[src/rtl/crypto_pkg.sv]
// -----------------------------------------------------------------------------
// crypto_pkg
//   Shared definitions for the ALU sequencer and the 8-bit ALU it drives:
//   ALU opcodes, instruction opcodes, instruction field positions, the
//   sequencer FSM state encoding and a small opcode classifier.
// -----------------------------------------------------------------------------
package crypto_pkg;

  // Instruction layout: [15:12] op, [11:10] rd, [9:8] rs, [7:0] imm
  localparam int INSTR_W = 16;
  localparam int OP_HI   = 15;
  localparam int OP_LO   = 12;
  localparam int RD_HI   = 11;
  localparam int RD_LO   = 10;
  localparam int RS_HI   = 9;
  localparam int RS_LO   = 8;
  localparam int IMM_HI  = 7;
  localparam int IMM_LO  = 0;

  localparam int NUM_REGS = 4;

  // ALU opcodes (the ALU itself decodes these)
  localparam logic [3:0] ALU_ADD = 4'h1;
  localparam logic [3:0] ALU_SUB = 4'h2;
  localparam logic [3:0] ALU_XOR = 4'h3;
  localparam logic [3:0] ALU_MOV = 4'h4;

  // Instruction opcodes; immediate forms set bit 3 on top of the ALU opcode
  localparam logic [3:0] OP_NOP  = 4'h0;
  localparam logic [3:0] OP_ADD  = 4'h1;
  localparam logic [3:0] OP_SUB  = 4'h2;
  localparam logic [3:0] OP_XOR  = 4'h3;
  localparam logic [3:0] OP_MOV  = 4'h4;
  localparam logic [3:0] OP_ADDI = 4'h9;
  localparam logic [3:0] OP_SUBI = 4'hA;
  localparam logic [3:0] OP_XORI = 4'hB;
  localparam logic [3:0] OP_MOVI = 4'hC;
  localparam logic [3:0] OP_HALT = 4'hF;

  typedef enum logic [2:0] {
    ST_IDLE  = 3'd0,
    ST_FETCH = 3'd1,
    ST_EXEC  = 3'd2,
    ST_WB    = 3'd3,
    ST_HALT  = 3'd4
  } seq_state_e;

  typedef enum logic [2:0] {
    K_NOP     = 3'd0,
    K_ALU_REG = 3'd1,
    K_ALU_IMM = 3'd2,
    K_HALT    = 3'd3,
    K_ILLEGAL = 3'd4
  } instr_kind_e;

  function automatic instr_kind_e decode_kind(input logic [3:0] op);
    instr_kind_e kind;
    case (op)
      OP_NOP:                         kind = K_NOP;
      OP_ADD, OP_SUB, OP_XOR, OP_MOV: kind = K_ALU_REG;
      OP_ADDI, OP_SUBI, OP_XORI,
      OP_MOVI:                        kind = K_ALU_IMM;
      OP_HALT:                        kind = K_HALT;
      default:                        kind = K_ILLEGAL;
    endcase
    return kind;
  endfunction

endpackage

[src/rtl/alu_seq_regfile.sv]
// -----------------------------------------------------------------------------
// alu_seq_regfile
//   4 x DATA_W register file: one synchronous write port, three combinational
//   read ports (rd, rs, debug). Synchronous active-high reset clears all
//   registers.
// Ports
//   clk, rst            clock, synchronous active-high reset
//   wr_en/addr/data     write port (takes effect at the rising edge)
//   rd_addr/rd_data     read port for the destination operand
//   rs_addr/rs_data     read port for the source operand
//   dbg_addr/dbg_data   debug read port
// -----------------------------------------------------------------------------
module alu_seq_regfile
  import crypto_pkg::*;
#(
  parameter int DATA_W = 8
) (
  input  logic              clk,
  input  logic              rst,
  input  logic              wr_en,
  input  logic [1:0]        wr_addr,
  input  logic [DATA_W-1:0] wr_data,
  input  logic [1:0]        rd_addr,
  output logic [DATA_W-1:0] rd_data,
  input  logic [1:0]        rs_addr,
  output logic [DATA_W-1:0] rs_data,
  input  logic [1:0]        dbg_addr,
  output logic [DATA_W-1:0] dbg_data
);

  logic [DATA_W-1:0] mem_q [NUM_REGS];
  logic [DATA_W-1:0] mem_d [NUM_REGS];

  always_comb begin
    mem_d = mem_q;
    if (wr_en) mem_d[wr_addr] = wr_data;
  end

  // NOTE: the array is reset explicitly because software relies on R0..R3
  // reading zero after reset; this is only four flops wide, not a RAM macro.
  always_ff @(posedge clk) begin
    if (rst) begin
      for (int i = 0; i < NUM_REGS; i++) mem_q[i] <= '0;
    end else begin
      mem_q <= mem_d;
    end
  end

  assign rd_data  = mem_q[rd_addr];
  assign rs_data  = mem_q[rs_addr];
  assign dbg_data = mem_q[dbg_addr];

endmodule

[src/rtl/alu_sequencer.sv]
// -----------------------------------------------------------------------------
// alu_sequencer
//   Control stage in front of the 8-bit combinational ALU. Fetches 16-bit
//   instructions over valid/ready, reads operands from a 4x8 register file,
//   presents registered A/B/opcode to the ALU and writes the result back.
//   One instruction every three cycles: FETCH -> EXEC -> WB.
// Ports
//   clk, rst                  clock, synchronous active-high reset
//   start                     leave IDLE/HALT and begin fetching
//   instr_valid/ready/data    instruction handshake
//   alu_a, alu_b, alu_op      registered ALU operands/opcode
//   alu_result                combinational ALU result
//   dbg_addr/dbg_data         debug register read
//   busy, halted, illegal     status (illegal is a 1-cycle pulse)
//   retired                   retired-instruction counter (wraps)
//   zero_flag                 only when ALU_SEQ_ZFLAG_EN is defined
// Configuration
//   ALU_SEQ_ZFLAG_EN          builds the zero flag register and port
// -----------------------------------------------------------------------------
module alu_sequencer
  import crypto_pkg::*;
#(
  parameter int DATA_W = 8,
  parameter int CNT_W  = 8
) (
  input  logic               clk,
  input  logic               rst,
  input  logic               start,
  input  logic               instr_valid,
  output logic               instr_ready,
  input  logic [15:0]        instr_data,
  output logic [DATA_W-1:0]  alu_a,
  output logic [DATA_W-1:0]  alu_b,
  output logic [3:0]         alu_op,
  input  logic [DATA_W-1:0]  alu_result,
  input  logic [1:0]         dbg_addr,
  output logic [DATA_W-1:0]  dbg_data,
  output logic               busy,
  output logic               halted,
  output logic               illegal,
  output logic [CNT_W-1:0]   retired
`ifdef ALU_SEQ_ZFLAG_EN
  ,
  output logic               zero_flag
`endif
);

  seq_state_e        state_q, state_d;
  logic [3:0]        op_q, op_d;
  logic [1:0]        rd_q, rd_d;
  logic [DATA_W-1:0] alu_a_q, alu_a_d;
  logic [DATA_W-1:0] alu_b_q, alu_b_d;
  logic [3:0]        alu_op_q, alu_op_d;
  logic              illegal_q, illegal_d;
  logic [CNT_W-1:0]  retired_q, retired_d;
`ifdef ALU_SEQ_ZFLAG_EN
  logic              zflag_q, zflag_d;
`endif

  logic [3:0]        fetch_op;
  logic [1:0]        fetch_rd, fetch_rs;
  logic [7:0]        fetch_imm;
  instr_kind_e       fetch_kind, wb_kind;
  logic [DATA_W-1:0] rd_data, rs_data;
  logic              wr_en;

  assign fetch_op   = instr_data[OP_HI:OP_LO];
  assign fetch_rd   = instr_data[RD_HI:RD_LO];
  assign fetch_rs   = instr_data[RS_HI:RS_LO];
  assign fetch_imm  = instr_data[IMM_HI:IMM_LO];
  assign fetch_kind = decode_kind(fetch_op);
  assign wb_kind    = decode_kind(op_q);

  // Operands are read with the fetch-time rd/rs; the write of the previous
  // instruction landed at the end of its WB, before this FETCH, so no
  // forwarding is needed.
  alu_seq_regfile #(.DATA_W(DATA_W)) u_regfile (
    .clk      (clk),
    .rst      (rst),
    .wr_en    (wr_en),
    .wr_addr  (rd_q),
    .wr_data  (alu_result),
    .rd_addr  (fetch_rd),
    .rd_data  (rd_data),
    .rs_addr  (fetch_rs),
    .rs_data  (rs_data),
    .dbg_addr (dbg_addr),
    .dbg_data (dbg_data)
  );

  // NOTE: every signal gets its default (hold or idle) value first so no
  // path through the case statement can leave one unassigned and infer a latch.
  always_comb begin
    state_d   = state_q;
    op_d      = op_q;
    rd_d      = rd_q;
    alu_a_d   = alu_a_q;
    alu_b_d   = alu_b_q;
    alu_op_d  = alu_op_q;
    illegal_d = 1'b0;
    retired_d = retired_q;
    wr_en     = 1'b0;
`ifdef ALU_SEQ_ZFLAG_EN
    zflag_d   = zflag_q;
`endif

    unique case (state_q)
      ST_IDLE: begin
        if (start) state_d = ST_FETCH;
      end

      ST_FETCH: begin
        if (instr_valid) begin
          op_d    = fetch_op;
          rd_d    = fetch_rd;
          state_d = ST_EXEC;
          // Operands are registered here so they are stable for EXEC and WB;
          // non-ALU instructions leave the ALU inputs untouched.
          if (fetch_kind == K_ALU_REG || fetch_kind == K_ALU_IMM) begin
            alu_a_d  = rd_data;
            alu_b_d  = (fetch_kind == K_ALU_IMM) ? DATA_W'(fetch_imm) : rs_data;
            alu_op_d = {1'b0, fetch_op[2:0]};
          end
        end
      end

      ST_EXEC: begin
        state_d = ST_WB;
        // Registered so the pulse lines up with the WB cycle.
        if (wb_kind == K_ILLEGAL) illegal_d = 1'b1;
      end

      ST_WB: begin
        state_d = ST_FETCH;
        unique case (wb_kind)
          K_ALU_REG, K_ALU_IMM: begin
            wr_en     = 1'b1;
            retired_d = retired_q + CNT_W'(1);
`ifdef ALU_SEQ_ZFLAG_EN
            zflag_d   = (alu_result == '0);
`endif
          end
          K_NOP: begin
            retired_d = retired_q + CNT_W'(1);
          end
          K_HALT: begin
            retired_d = retired_q + CNT_W'(1);
            state_d   = ST_HALT;
          end
          default: ; // illegal: no write, not retired
        endcase
      end

      ST_HALT: begin
        if (start) state_d = ST_FETCH;
      end

      default: state_d = ST_IDLE;
    endcase
  end

  // NOTE: sequential state uses non-blocking assignments so every flop
  // samples the pre-edge values regardless of statement order.
  always_ff @(posedge clk) begin
    if (rst) begin
      state_q   <= ST_IDLE;
      op_q      <= OP_NOP;
      rd_q      <= '0;
      alu_a_q   <= '0;
      alu_b_q   <= '0;
      alu_op_q  <= '0;
      illegal_q <= 1'b0;
      retired_q <= '0;
`ifdef ALU_SEQ_ZFLAG_EN
      zflag_q   <= 1'b0;
`endif
    end else begin
      state_q   <= state_d;
      op_q      <= op_d;
      rd_q      <= rd_d;
      alu_a_q   <= alu_a_d;
      alu_b_q   <= alu_b_d;
      alu_op_q  <= alu_op_d;
      illegal_q <= illegal_d;
      retired_q <= retired_d;
`ifdef ALU_SEQ_ZFLAG_EN
      zflag_q   <= zflag_d;
`endif
    end
  end

  assign instr_ready = (state_q == ST_FETCH);
  assign busy        = (state_q == ST_FETCH) || (state_q == ST_EXEC) || (state_q == ST_WB);
  assign halted      = (state_q == ST_HALT);
  assign alu_a       = alu_a_q;
  assign alu_b       = alu_b_q;
  assign alu_op      = alu_op_q;
  assign illegal     = illegal_q;
  assign retired     = retired_q;
`ifdef ALU_SEQ_ZFLAG_EN
  assign zero_flag   = zflag_q;
`endif

endmodule
[config.mk]
export PLATFORM = sky130hd
export DESIGN_NAME = alu_sequencer
export DESIGN_NICKNAME = d
export VERILOG_FILES = /design/src/rtl/crypto_pkg.sv /design/src/rtl/alu_seq_regfile.sv /design/src/rtl/alu_sequencer.sv
export SDC_FILE = /design/constraint.sdc
export NUM_CORES = 1
export LEC_CHECK = 0
export ABC_AREA = 0
export CAP_MARGIN = 20
export CORE_MARGIN = 2
export CORE_UTILIZATION = 45
export DETAILED_ROUTE_END_ITERATION = 10
export GPL_TIMING_DRIVEN = 0
export PLACE_DENSITY = 0.7
export SETUP_SLACK_MARGIN = 0.05
export SYNTH_ARGS = -nofsm -noshare
export SYNTH_HDL_FRONTEND = slang
export SYNTH_HIERARCHICAL = 1
export SYNTH_SLANG_ARGS = --single-unit
[constraint.sdc]
create_clock -name clk -period 2.33 [get_ports clk]
set_input_delay 0.3495 -clock clk [delete_from_list [all_inputs] [get_ports clk]]
set_output_delay 0.3495 -clock clk [all_outputs]
set_load 0.05 [all_outputs]
# After elaboration in Yosys (flattened, before gate mapping)
# Memories as Yosys holds them, arrays and structs flattened. A register that Yosys moved wholly into a read port is not among the register bits.
# Index checks and enable logic that the tools add are counted.
# word_totals
register_bits	69
latchBits	0
ramBits	0
romBits	96
inputBits	30
output_inout_bits	40
word_cells	73
n_memories	2
# classes
addsub	1
multipliers	0
div	0
order_cmp	5
eq_ne	12
shifts	0
mux	22
bitwise	5
reduce_logical	14
# mem_list
name	depth	word_bits	rd	rd_ports_with_merged_regs	write_ports	line_no	source
(name not given)	16	3	1	1	0	crypto_pkg.sv:58	case (op)
(name not given)	16	3	1	0	0	crypto_pkg.sv:58	
# op_table
cell	count
$mux 8	8
$bmux 8 s2	3
$bwmux 32	1
$demux 8 s2	1
$eq 3x2->1 const B	5
$ge 3x3->1 const B	4
$not 2->3	4
$pmux 3 s4	1
$eq 3x1->1 const B	3
$mux 3	3
$add 8x1->8 const B	1
$mux 4	2
$eq 3x3->1 const B	2
$logic_not 3->1	2
$reduce_and 2->1	3
$reduce_or 2->1	3
$reduce_or 4->1	1
$logic_or 1x1->1	3
$lt 3x1->1 const B	1
$mux 1	3
$reduce_and 3->1	1
$ne 2x1->1 const B	1
$ne 2x2->1 const B	1
$logic_and 1x1->1	1
$not 1->1	1

# Depth between registers and ports, before layout
# logic_depth
ltp_word	6
depth_mapped	11
mapped_depth_nobuf	9

# Hierarchy
# The synthesis kept the hierarchy.
# modules_own_cells
mod	instances	cells_per_inst	area_per_inst_um2	seq_area_each_um2
alu_sequencer	1	206	2005.7	800.8
alu_seq_regfile	1	146	1855.5	640.6

# Worst setup path after synthesis
# No wires, ideal clock.
# synth_timing
path_kind	reg2reg
from	register state_q[2]
to	register, netlist name wb_kind[0]
setup_ns	0.127
t_arrival_ns	1.794
required_ns	2.203
path_slack_ns	0.409
path_stages_with_launch	10
n_path_buf	2
synth_period_minus_slack_ns	1.921
path_cell_list	dfxtp_1 -> buf_6 -> and4bb_1 -> buf_6 -> nand2_1 -> a21oi_1 -> inv_2 -> ha_1 -> a2111oi_0 -> o21ai_1
# synth_via
elab_chain_cells	4
# synth_rtl
element	line_no	source
start: declaration	alu_sequencer.sv:48	seq_state_e state_q, state_d;
start signal: assignment	alu_sequencer.sv:178	state_q <= state_d;
$eq 3x1->1	alu_sequencer.sv:107	unique case (state_q)
$reduce_and 2->1 (no source line)	--	
$mux 4 (no source line) (2 in series)	--	
# No other way between the ends.
# A chain may end at the register's enable or synchronous reset.

# Final worst setup path
# layout_timing
from	register u_regfile/mem_q[7] in the netlist's numbering
to	output dbg_data[7]
# layout_via
elab_chain_cells	3
# layout_rtl
element	line_no	source
start: declaration	alu_seq_regfile.sv:31	logic [DATA_W-1:0] mem_q [NUM_REGS];
start signal: assignment	alu_seq_regfile.sv:45	mem_q <= mem_d;
$bmux 8 s2	alu_seq_regfile.sv:51	assign dbg_data = mem_q[dbg_addr];
$mux 8 (implied by the code) (2 in series)	alu_seq_regfile.sv:51	
end: declaration	alu_sequencer.sv:37	output logic [DATA_W-1:0] dbg_data,
# No other way between the ends. The select of a mux whose other input is x is not followed.

==> metrics.log <==
[metrics] run status: completed
[metrics] setup repair bufs after CTS: 0
[metrics] detailed router's first-iteration violation count: 126
[metrics] number of violations of the max-capacitance limit: 0
[metrics] leading post-synthesis cells by cell area: sky130_fd_sc_hd__dfxtp_1, sky130_fd_sc_hd__mux2i_1, sky130_fd_sc_hd__mux4_2
[metrics] portion of synthesized cell area occupied by the leading cell type: between 30% and 40%
[metrics] signal arrival time at the worst endpoint: between 1.5 and 2 ns
[metrics] count of antenna-violating nets left after detailed routing: 0
[metrics] number of top-level pins: 70
[metrics] worst hold-check path type: register to register
[metrics] initial antenna violation count: 0
[metrics] final critical-path share of the clock period: around 95%
[metrics] maximum number of pins on one net before global-route repair: 13
[metrics] synthesis-to-finish area growth: 26.2%
[metrics] part of the total power dissipated in the clock network: between 30% and 40%
[metrics] most used flip-flop cell after synthesis: sky130_fd_sc_hd__dfxtp_1
[metrics] crit path time final: about 2.2 ns
[metrics] number of hold buffers added after cts: 0
[metrics] Worst path top cell family by delay: buffers and inverters
[metrics] total setup violations reported at the end of the flow: 0
[metrics] Antenna diodes: 0
[metrics] drt first pass iters: 4
[metrics] clk sinks: between 70 and 80
[metrics] Clock Tree Root: sky130_fd_sc_hd__clkbuf_8
[metrics] actual transition at the worst max-transition pin: ~0.68 ns
[metrics] proportion of power drawn by combinational gates: between 10 and 15%
[metrics] total die area: around 9300 um^2
[metrics] Skew-Pair Late Insertion Delay: between 0.3 and 0.4 ns
[metrics] PortBufs: 64
[metrics] Min-Delay Path Depth: 2
[metrics] synthesized cell area: between 3000 and 4000 um^2
[metrics] Pint: ~2000 uW
[metrics] flop and latch count out of synthesis: roughly 70
[metrics] R2R depth: 9
[metrics] mean instance size in the synthesized netlist: 11.0 um^2
[metrics] Worst setup EP type: output pin
[metrics] library cell occupying the most area in the post-synthesis netlist: sky130_fd_sc_hd__dfxtp_1
[metrics] HPWL reported at the end of detailed placement: 6660 um
[metrics] Final Power: 2670 uW
[metrics] cell depth of the worst setup path: 2
[metrics] clock tree from TritonCTS: done
[metrics] part of the total power dissipated in sequential elements: a little under half
[metrics] via count of the routed design: just under 3000
[metrics] LEAKAGE: 0.00207 uW
[metrics] effective utilization at floorplan: 46.8%
[metrics] Total Wirelength: 9310 um
[metrics] post-synthesis net count: just under 400
[metrics] peak per-stage delay on the critical path: approximately 0.7 ns
[metrics] critical path, cell by cell: mux4_2 > clkdlybuf4s50_1
[metrics] clock transition at the registers of the reported paths: ~0.07 ns
[metrics] post-cts repair resize count: 0
[metrics] Fin Clk Skew: slightly above 0.01 ns
[metrics] Critical Path RT: 1.98 ns
[metrics] overflow left after global routing: 0
[metrics] clock buffers created by TritonCTS: 9
[metrics] number of max-slew violations in the final report: 0
[metrics] final hold violation count: 0
[metrics] average detailed-routed wire length per instance: between 15 and 20 um
[metrics] wire length of the first global-routing pass: between 15000 and 20000 um
[metrics] Design Area, Final: a little under 5000 um^2
[metrics] most frequent cell after synthesis: sky130_fd_sc_hd__dfxtp_1
[metrics] depth of the CTS H-tree: 3
[metrics] number of nets in the layout: between 400 and 500
[metrics] proportion of synthesized chip area in sequential cells: between 30% and 40%
[metrics] instance area after placement: 4630 um^2
[metrics] setup repair after global routing missed its margin: false
[metrics] total buffers and inverters traversed by the critical path: 1
[metrics] power density of the placed cells: 547 nW/um^2
[metrics] relative max-transition margin: around 55%
[metrics] Synth Instances: about 350
[metrics] global-route total usage across every layer: about a fifth
[metrics] Max Clock Freq: between 0.4 and 0.5 GHz
[metrics] number of enable-type register cells in the synthesized netlist: 0
[metrics] Async S/R FF share, synth: 0%
[metrics] VDD IR max: about 0.00040 V
[metrics] Longest Clk Path Bufs: 2
[metrics] startpoint kind of the worst setup timing path: register
[metrics] Crit-path slowest cell: sky130_fd_sc_hd__clkdlybuf4s50_1
[metrics] class of the most critical setup path: register to output pin
[metrics] detailed-route vias per instance: approximately 5.4
[metrics] count of cell types in the netlist: 47
[metrics] share of total power consumed by net switching: 26.0%
[metrics] top post-synthesis cells by count: sky130_fd_sc_hd__dfxtp_1, sky130_fd_sc_hd__mux2i_1, sky130_fd_sc_hd__nand2b_1
[metrics] routability congestion estimate: between 0.8 and 0.9
[metrics] fraction of layout cells with a size suffix above 1: a little under a fifth
[metrics] switching power total: roughly 690 uW
[metrics] FP Rows: 33
[metrics] core region area: between 8000 and 9000 um^2
[metrics] count of yosys warnings during synthesis: 6
[metrics] drt drc: 0
[metrics] width of the die: slightly below 100 um
[metrics] vias in the first global route: 2890
[metrics] die extent in y: around 97 um
[metrics] critical path fanouts, max: 4
registers in the layout, indices dropped and copies added, names as in the netlist:
register	cells
illegal	1
alu_b	8
alu_op	3
alu_a	8
rd_q	2
retired	8
wb_kind	3
state_q	3
u_regfile/mem_q	32
op_q	4
power by group through the flow:
stage | clock [uW] | combinational [uW] | sequential (uW)
floorplan | 0 | 216 | 1330
global placement | 0 | 373 | 1300
detailed placement | 0 | 376 | 1300
CTS | 1030 | 379 | 1270
global route | 1080 | 409 | 1280
finish | 1010 | 380 | 1280
per-layer routing:
layer | wire length, um | global-route usage [%] | part of all wire, %
met4 | 165 | 5.85 | 1.8
met1 | 4200 | 26.2 | 45
met5 | 0 | 0 | 0
met2 | 4530 | 34.5 | 49
met3 | 412 | 5.92 | 4.4
logic make-up (layout without fill, tap and decap cells):
group / Yosys count / in the layout / synth area share [%]
flops: 72 / 72 / 37.3
mux: 81 / 81 / 28.9
simple gates: 121 / 121 / 17.9
other cells: 1 / 1 / 0.0971
xor+xnor: 8 / 8 / 1.81
compound gates: 27 / 27 / 6.09
fa+ha+maj: 7 / 7 / 2.27
buf+inv: 35 / 115 / 5.64
final timing paths:
kind / startpoint / to / slack (ns)
worst max-delay path: u_regfile/mem_q[7] / dbg_data[7] / 0.11
worst max register to register: state_q[2] / wb_kind[1] / 0.23
worst min register to register: op_q[0] / op_q[0] / 0.50
worst min-delay path: op_q[0] / op_q[0] / 0.50
through the flow:
stage | setup TNS (ns) | std cells | utilization (%) | hold WS (ns) | setup WS, ns
2_1_floorplan | 0 | 352 | - | 0.436 | 0.409
3_3_place_gp | -2.99 | 521 | 56.1 | 0.453 | -0.228
3_5_place_dp | -3.58 | 521 | 56.1 | 0.462 | -0.270
4_1_cts | 0 | 537 | 58.5 | 0.470 | 0.0501
5_1_grt | 0 | 537 | 59.0 | 0.518 | 0.0533
6_report | 0 | 537 | 59.0 | 0.496 | 0.109
cells in the final DEF, fill, tap and decap left out, types with 6 or more instances in the layout:
cell / synthesis / routed
sky130_fd_sc_hd__clkdlybuf4s50_1: 0 / 57
sky130_fd_sc_hd__nor2_2: 8 / 8
sky130_fd_sc_hd__buf_2: 9 / 9
sky130_fd_sc_hd__nand2_1: 11 / 11
sky130_fd_sc_hd__mux4_2: 24 / 24
sky130_fd_sc_hd__mux2i_1: 56 / 55
sky130_fd_sc_hd__dlymetal6s2s_1: 0 / 7
sky130_fd_sc_hd__nor2_1: 27 / 27
sky130_fd_sc_hd__nand2b_1: 46 / 46
sky130_fd_sc_hd__clkbuf_8: 0 / 11
sky130_fd_sc_hd__xor2_1: 7 / 7
sky130_fd_sc_hd__dfxtp_1: 72 / 71
sky130_fd_sc_hd__inv_1: 8 / 8
sky130_fd_sc_hd__a21oi_1: 7 / 6
sky130_fd_sc_hd__clkbuf_1: 9 / 9
sky130_fd_sc_hd__ha_1: 7 / 7
sky130_fd_sc_hd__a211oi_2: 8 / 8
area by class of cell:
cell class,count,area (um^2)
Buffer,25,183
Clock buffer,13,159
Clock inverter,3,40.0
Fill cell,728,3380
Inverter,10,37.5
Multi-Input combinational cell,245,2220
Sequential cell,72,1440
Tap cell,105,131
Timing Repair Buffer,64,658
worst register-to-register path, delay by kind of cell (launching register included):
family / cells / cell delay [ns]
buffers and inverters: 3 / 0.36
DFF: 1 / 0.31
and+or+nand+nor: 3 / 0.57
adders and majority gates: 1 / 0.22
AOI/OAI and AO/OA: 2 / 0.52
No activity file was read; power rests on OpenSTA's default activity.
